### src/rtl/multicycle_mips.sv
// Multi-cycle MIPS subset core (add/sub/and/or/slt, lw, sw, beq, j, jal, jr).
// A 5-state FSM shares one ALU; instruction and data memories may stall it through ready handshakes.
module multicycle_mips #(
  parameter int          ADDR_W   = 7,
  parameter logic [31:0] RESET_PC = 32'h0,
  parameter int          NREG     = 32
) (
  input  logic              clk,
  input  logic              rst_n,
  output logic [31:0]       IR_addr,
  input  logic [31:0]       IR,
  input  logic              IR_valid,
  input  logic [31:0]       ReadDataMem,
  input  logic              mem_ready,
  output logic              CEN,
  output logic              WEN,
  output logic              OEN,
  output logic [ADDR_W-1:0] A,
  output logic [31:0]       WriteDataMem,
  output logic [31:0]       RF_writedata,
  output logic              wb_valid
);

  localparam logic [5:0] OP_RTYPE = 6'h00;
  localparam logic [5:0] OP_J     = 6'h02;
  localparam logic [5:0] OP_JAL   = 6'h03;
  localparam logic [5:0] OP_BEQ   = 6'h04;
  localparam logic [5:0] OP_LW    = 6'h23;
  localparam logic [5:0] OP_SW    = 6'h2b;

  localparam logic [5:0] FN_JR  = 6'h08;
  localparam logic [5:0] FN_SUB = 6'h22;
  localparam logic [5:0] FN_AND = 6'h24;
  localparam logic [5:0] FN_OR  = 6'h25;
  localparam logic [5:0] FN_SLT = 6'h2a;

  typedef enum logic [2:0] {FETCH, DECODE, EXEC, MEM, WB} state_t;

  state_t      state;
  logic [31:0] pc, npc, instr, reg_a, reg_b, imm, aluout, mdr;
  logic [31:0] rf [NREG];
  logic [31:0] alu_b, alu_y;
  logic [5:0]  op, funct;
  logic [4:0]  rs, rt, rd, dest;
  logic        unused_shamt;

  assign op           = instr[31:26];
  assign rs           = instr[25:21];
  assign rt           = instr[20:16];
  assign rd           = instr[15:11];
  assign funct        = instr[5:0];
  assign unused_shamt = ^instr[10:6];
  assign dest         = (op == OP_RTYPE) ? rd : rt;

  assign IR_addr = pc;
  assign OEN     = 1'b0;

  // Shared ALU: address add for lw/sw, compare-subtract for beq, funct-selected op for R-type.
  always_comb begin
    alu_b = (op == OP_LW || op == OP_SW) ? imm : reg_b;
    alu_y = reg_a + alu_b;
    if (op == OP_BEQ) begin
      alu_y = reg_a - alu_b;
    end else if (op == OP_RTYPE) begin
      case (funct)
        FN_SUB:  alu_y = reg_a - alu_b;
        FN_AND:  alu_y = reg_a & alu_b;
        FN_OR:   alu_y = reg_a | alu_b;
        FN_SLT:  alu_y = {31'b0, $signed(reg_a) < $signed(alu_b)};
        default: alu_y = reg_a + alu_b;
      endcase
    end
  end

  always_ff @(posedge clk or negedge rst_n) begin
    if (!rst_n) begin
      state        <= FETCH;
      pc           <= RESET_PC;
      npc          <= '0;
      instr        <= '0;
      reg_a        <= '0;
      reg_b        <= '0;
      imm          <= '0;
      aluout       <= '0;
      mdr          <= '0;
      for (int i = 0; i < NREG; i++) rf[i] <= '0;
      CEN          <= 1'b1;
      WEN          <= 1'b1;
      A            <= '0;
      WriteDataMem <= '0;
      RF_writedata <= '0;
      wb_valid     <= 1'b0;
    end else begin
      wb_valid <= 1'b0;
      case (state)
        FETCH: begin
          if (IR_valid) begin
            instr <= IR;
            npc   <= pc + 32'd4;
            state <= DECODE;
          end
        end
        DECODE: begin
          reg_a <= rf[rs];
          reg_b <= rf[rt];
          imm   <= {{16{instr[15]}}, instr[15:0]};
          state <= EXEC;
          // Jumps and unknown opcodes retire here; the rest go on to the ALU.
          case (op)
            OP_J: begin
              pc    <= {npc[31:28], instr[25:0], 2'b00};
              state <= FETCH;
            end
            OP_JAL: begin
              pc           <= {npc[31:28], instr[25:0], 2'b00};
              rf[31]       <= npc;
              RF_writedata <= npc;
              wb_valid     <= 1'b1;
              state        <= FETCH;
            end
            OP_RTYPE: begin
              if (funct == FN_JR) begin
                pc    <= rf[rs];
                state <= FETCH;
              end
            end
            OP_BEQ, OP_LW, OP_SW: ;
            default: begin
              pc    <= npc;
              state <= FETCH;
            end
          endcase
        end
        EXEC: begin
          aluout <= alu_y;
          case (op)
            OP_BEQ: begin
              pc    <= (alu_y == 32'd0) ? npc + {imm[29:0], 2'b00} : npc;
              state <= FETCH;
            end
            OP_LW, OP_SW: begin
              CEN          <= 1'b0;
              WEN          <= (op != OP_SW);
              A            <= alu_y[ADDR_W+1:2];
              WriteDataMem <= reg_b;
              state        <= MEM;
            end
            default: state <= WB;
          endcase
        end
        MEM: begin
          if (mem_ready) begin
            CEN <= 1'b1;
            WEN <= 1'b1;
            if (op == OP_SW) begin
              pc    <= npc;
              state <= FETCH;
            end else begin
              mdr   <= ReadDataMem;
              state <= WB;
            end
          end
        end
        WB: begin
          if (dest != 5'd0) rf[dest] <= (op == OP_LW) ? mdr : aluout;
          RF_writedata <= (op == OP_LW) ? mdr : aluout;
          wb_valid     <= 1'b1;
          pc           <= npc;
          state        <= FETCH;
        end
        default: state <= FETCH;
      endcase
    end
  end

endmodule

### config.mk
export PLATFORM = sky130hd
export DESIGN_NAME = multicycle_mips
export DESIGN_NICKNAME = d
export VERILOG_FILES = /design/src/rtl/multicycle_mips.sv
export SDC_FILE = /design/constraint.sdc
export NUM_CORES = 2
export LEC_CHECK = 0
export CAP_MARGIN = 15
export CORE_UTILIZATION = 30
export CTS_CLUSTER_DIAMETER = 50
export CTS_CLUSTER_SIZE = 28
export DETAILED_ROUTE_END_ITERATION = 10
export PLACE_DENSITY = 0.53
export SLEW_MARGIN = 20
export SYNTH_ARGS = -nofsm -noshare
export SYNTH_HDL_FRONTEND = slang
export SYNTH_SLANG_ARGS = --single-unit
### constraint.sdc
create_clock -name clk -period 6.9 [get_ports clk]
set_input_delay 0.69 -clock clk [delete_from_list [all_inputs] [get_ports clk]]
set_output_delay 0.69 -clock clk [all_outputs]
set_load 0.1 [all_outputs]
* Word level (Yosys, flattened, before mapping)
Index checks and enable logic that the tools add are counted.
Word-level totals: input bits 68, bits in registers 1341, logic and storage cells 147
Cells by class: bitwise operators 6, magnitude comparators 5, $add $sub $neg 4, reductions and logical operators 21, multiplexer cells 40, equality and inequality tests 24
Operator list (count):
- bitwise mux 1024 bit | 1
- two-way mux 32 bit | 16
- binary-select mux 32 bit (select 5 bit) | 2
- case mux 32 bit (4 select lines) | 2
- demux 32 bit (select 5 bit) | 1
- case mux 32 bit (2 select lines) | 2
- case mux 32 bit (3 select lines) | 1
- adder 32 bit | 2
- equality test 6 bit (second input constant) | 6
- adder 32 x 3 -> 32 bit (second input constant) | 1
- bitwise AND 32 bit | 1
- zero test 32 bit | 1
- < comparator 32 bit | 1
- OR 32 bit | 1
- subtractor 32 bit | 1
- >= comparator 6 bit (second input constant) | 3
- inverter 5 -> 6 bit | 3
- inequality test 2 bit (second input constant) | 7
- equality test 6 x 2 -> 1 bit (second input constant) | 2
- case mux 3 bit (4 select lines) | 1
- AND reduction 2 bit | 5
- two-way mux 3 bit | 3
- AND reduction 3 bit | 3
- equality test 3 x 2 -> 1 bit (second input constant) | 2
- 25 further kinds | 32

* Logic depth before layout (Yosys ltp)
word-level depth 11, gate-level depth with buffers 25, gate-level depth less buffers 19

* Worst setup path before layout
Ideal clock, no wire load.
path type register to register, from register instr[28], to register pc[8], in the netlist IR_addr[8], cell stages (with the launch flop) 24, slack 1.575 ns, data required time 6.781 ns, arrival time 5.206 ns, cells stage by stage dfrtp_1 buf_2 nor2b_1 and4b_1 clkbuf_1 buf_1 nand2_1 nand2_1 ha_1 inv_1 fa_1 nor2b_1 o211a_1 o211a_1 o21ai_0 mux2i_1 o211ai_1 a2111oi_0 and4_1 nand4_2 nor4_1 buf_2 mux2_2 o21a_1
Between the ends: longest elaborated chain between the ends 11, elaborated cells on any way between the ends 28
Ends and longest elaborated chain:
- start, declared | RTL line 40 | logic [31:0] pc, npc, instr, reg_a, reg_b, imm, aluout, mdr;
- start signal, assigned | RTL line 80 | instr <= '0;
- start signal, assigned | RTL line 98 | instr <= IR;
- equality test 6 bit (on tied branches) | RTL line 60, 109, 155
- logical OR 1 bit | RTL line 60 | alu_b = (op == OP_LW || op == OP_SW) ? imm : reg_b;
- two-way mux 32 bit | RTL line 60
- adder 32 bit, or another cell as far along | RTL line 61, 70
- case mux 32 bit (4 select lines) | RTL line 65 | case (funct)
- two-way mux 32 bit | RTL line 64 | end else if (op == OP_RTYPE) begin
- two-way mux 32 bit | RTL line 62 | if (op == OP_BEQ) begin
- zero test 32 bit | RTL line 138 | pc <= (alu_y == 32'd0) ? npc + {imm[29:0], 2'b00} : npc;
- two-way mux 32 bit | RTL line 138
- two-way mux 32 bit | RTL line 136 | case (op)
- case mux 32 bit (4 select lines) | RTL line 95 | case (state)
- end signal, assigned | RTL line 111 | pc <= {npc[31:28], instr[25:0], 2'b00};
- end signal, assigned | RTL line 138
- end signal, assigned | RTL line 156 | pc <= npc;
- end, declared | RTL line 40
Parallel ways exist; a longest one is shown, timed or not. The select of a mux whose other input is x is not followed. A chain may end at the register's enable or synchronous reset.

* Worst setup path in the final report
Ends and elaborated chain as after synthesis.

==> results.txt <==
Reg2Reg Depth = 20
Worst relative slew slack = 19.1%
Layout Nets = 6807
Netlist cell types = 108
DRC = 0
Worst Hold Path Cells = 0
Run status = complete, no violations
WP data arrival = 7200 ps
Critical R2R Launch = instr[28]$_DFFE_PN0P_
Sequential area share after synthesis = 46.0%
Routed wl met3 = 18700 microns
Routed WL per cell = 27.4 microns
Worst-skew pair later-pin latency = 830 ps
Area grow syn2layout = 14.6%
Post-synth top cells = dfrtp_1 (1339), nand2_1 (843), nor2_1 (729)
Met2 wire len = 125000 microns
Root buf cell = clkbuf_16
Gate Count Post-Synth = 6733
Core area = 241000 sq um
Fmax = 0.154 GHz
Total gr overflow = 0
Hold Vio Cnt, Final = 0
Row Count = 180
Setup_tns = 0 ps
CP Max Fanout = 29
Clk sinks = 1341
Worst setup SP type = flip-flop
Share of flip-flops with an asynchronous set or reset = 100%
Remaining antenna violation count after routing = 0
Layout fillers = 23825
Maximum vdd drop = 0.000317 V
Setup violations, final = 0
Avg Cell Area, Syn = 10.8 sq um
Initial antenna violation count = 13
Drt first pass iters = 6
GPL Wtd Cong = 0.938
Cell Area, Synth = 73000 sq um
Max-slew violation count = 0
DRT Wirelength = 272000 microns
Hold path start = rf[1010]$_DFFE_PN0P_
Gr usage total = 22.2%
Post-CTS Setup Inserts = 0
Initial DRC Count = 5481
Post-Syn Nets = 6930
Die height = 495 microns
Crit share post-route = 94.1%
CTS tree = yes
Pin count of the biggest net entering global routing = 158
Crit Path Category = flip-flop to flip-flop
Clock buffer depth = 3
Worst hold-check path type = flip-flop to flip-flop
R2r endpoint = IR_addr[8]$_DFFE_PN0P_
Port bufs = 173
Share of layout cells above drive strength 1 = 19.5%
Max layer used = met5
Synthesis Warnings = 0
H-tree depth = 4
Synth Flop Type = dfrtp_1
Max cap viols = 0
Synth top area share = 45.9%
Pwr dens = 481 nW/um^2
Min Tclk post-route = 6490 ps
Die Area = 245000 sq um
Seq cells post-synth = 1341
Post-synth EDFFs = 0
Die W = 495 microns
Most frequent cell after synthesis = dfrtp_1
Number of top-level pins = 175
Wl on met1 = 118000 microns
DPL Wire Length = 183000 microns
Synth area leader = dfrtp_1
Global-route wire length before repair = 396000 microns
RSZ-0062 raised after global routing = false
Top cells by area, synth = dfrtp_1 (46%), mux4_2 (20%), a21oi_1 (4.8%), o21ai_0 (4.6%), nand2_1 (4.3%)
Pwr Total = 40.2 mW
Pleak = 35.3 nW
Vias in the first global route = 54796
Hold Path Sink = rf[1010]$_DFFE_PN0P_
CP Capture Type = flip-flop
Reg2reg setup slack = 410 ps
Slew @ Worst Pin = 1210 ps
Via-to-Cell Ratio = 5.58
Clock Skews = 45.5 ps
Routed vias = 55413
WP data required = 7600 ps
Worst-path clk slew = 60 ps
Initial Utilization = 30.3%
Num CTS Buffers = 147
cells in the final DEF, fill, tap and decap left out, types with 12 or more instances in the layout:
cell / instances
dfrtp_1: 1328
o21a_1: 24
inv_6: 17
clkbuf_16: 147
nor2_4: 17
nor2b_1: 21
o211ai_1: 22
a21o_1: 51
xor2_1: 26
nand4_1: 16
xnor2_1: 44
nand3_1: 43
a211oi_1: 33
nand2b_1: 18
mux4_2: 640
buf_12: 20
nor4_1: 12
ha_1: 126
mux2i_2: 24
o221ai_1: 13
mux2i_1: 125
clkinvlp_4: 19
clkinv_8: 19
and3_1: 16
a31oi_1: 32
o31ai_1: 13
clkdlybuf4s50_1: 164
clkinv_2: 15
inv_1: 130
nand2_1: 826
nand2_2: 16
o21ai_0: 668
inv_8: 16
o21bai_1: 18
nor2_1: 711
a21oi_1: 695
a21boi_0: 33
buf_4: 156
mux2_2: 85
nor3_1: 32
worst max-delay path by stage:
stage                     startpoint                     end  cells past startpoint  slack [ps]
3_5_place_dp   instr[28]$_DFFE_PN0P_  IR_addr[8]$_DFFE_PN0P_                     20         570
5_1_grt        instr[28]$_DFFE_PN0P_  IR_addr[8]$_DFFE_PN0P_                     20         200
6_report       instr[28]$_DFFE_PN0P_  IR_addr[8]$_DFFE_PN0P_                     20         410
2_1_floorplan  instr[28]$_DFFE_PN0P_  IR_addr[8]$_DFFE_PN0P_                     23        1580
3_3_place_gp   instr[28]$_DFFE_PN0P_  IR_addr[8]$_DFFE_PN0P_                     20         640
4_1_cts        instr[28]$_DFFE_PN0P_  IR_addr[8]$_DFFE_PN0P_                     20         530
sequential cells by signal, summed over array words and instances (netlist names):
| register | flops |
|---|---|
| wb_valid | 1 |
| IR_addr | 32 |
| A | 7 |
| WEN | 1 |
| CEN | 1 |
| WriteDataMem | 32 |
| reg_b | 32 |
| RF_writedata | 32 |
| instr | 32 |
| rf | 1024 |
| reg_a | 32 |
| imm | 16 |
| mdr | 32 |
| aluout | 32 |
| npc | 32 |
| state | 3 |
layer usage:
| metal | global-route usage (%) | up-vias |
|---|---|---|
| li1 | - | 24132 |
| met1 | 30.6 | 28703 |
| met2 | 34.6 | 2131 |
| met3 | 4.05 | 437 |
| met4 | 8.40 | 10 |
| met5 | 0 | - |
critical path, stage by stage, from the launching register on:
cell,delay (ps)
dfrtp_1,470
nor2b_1,270
and4b_1,500
buf_4,300
nand2_1,80
nand2_1,80
inv_1,60
ha_1,480
a21o_1,270
a31oi_1,330
o221ai_1,210
or2_2,380
o22ai_1,570
xnor2_1,200
o31ai_1,100
a211oi_1,550
nand4_1,340
nor4_2,340
buf_12,250
mux2_2,360
o21a_1,190
logic make-up (layout without fill, tap and decap cells):
kind of cell / Yosys count / in the layout / synth area share, %
other: 1 / 12 / 0.00514
flip-flops: 1341 / 1341 / 46.0
multiplexers: 883 / 883 / 23.2
AO/OA/AOI/OAI: 1744 / 1744 / 13.6
AND/OR/NAND/NOR: 1813 / 1813 / 10.2
buffers and inverters: 752 / 754 / 3.95
adder cells (fa/ha/maj): 129 / 129 / 2.24
XOR/XNOR: 70 / 70 / 0.840
area by class of cell:
class	count	area [sq um]	share of cell area, %
Timing Repair Buffer	348	3350	4.01
Multi-Input combinational cell	4640	37000	44.2
Antenna cell	11	27.5	0.0329
Sequential cell	1341	33600	40.2
Inverter	132	495	0.593
Clock buffer	166	3840	4.59
Clock inverter	108	1330	1.58
Tap cell	3185	3990	4.77
stage by stage:
stage / area (sq um) / setup slack, ps / instances / utilization [%] / hold WS [ps]
global placement: 78300 / 639 / 9642 / 32.5 / 376
finish: 83600 / 407 / 9931 / 34.7 / 398
detailed placement: 78400 / 570 / 9643 / 32.5 / 383
global route: 83600 / 203 / 9926 / 34.7 / 409
floorplan: 73000 / 1580 / 6733 / - / 394
CTS: 83500 / 525 / 9918 / 34.6 / 398
what timing repair did:
item                      CTS  global route
gates resized for setup     0             0
hold endpoints to repair  116             0
hold buffers                1             0
report_power, final:
| part | switching (mW) | internal, mW |
|---|---|---|
| clock network | 3.80 | 4.57 |
| logic | 12.3 | 7.22 |
| registers | 2.67 | 9.67 |
Power figures use the tool's default switching activity.
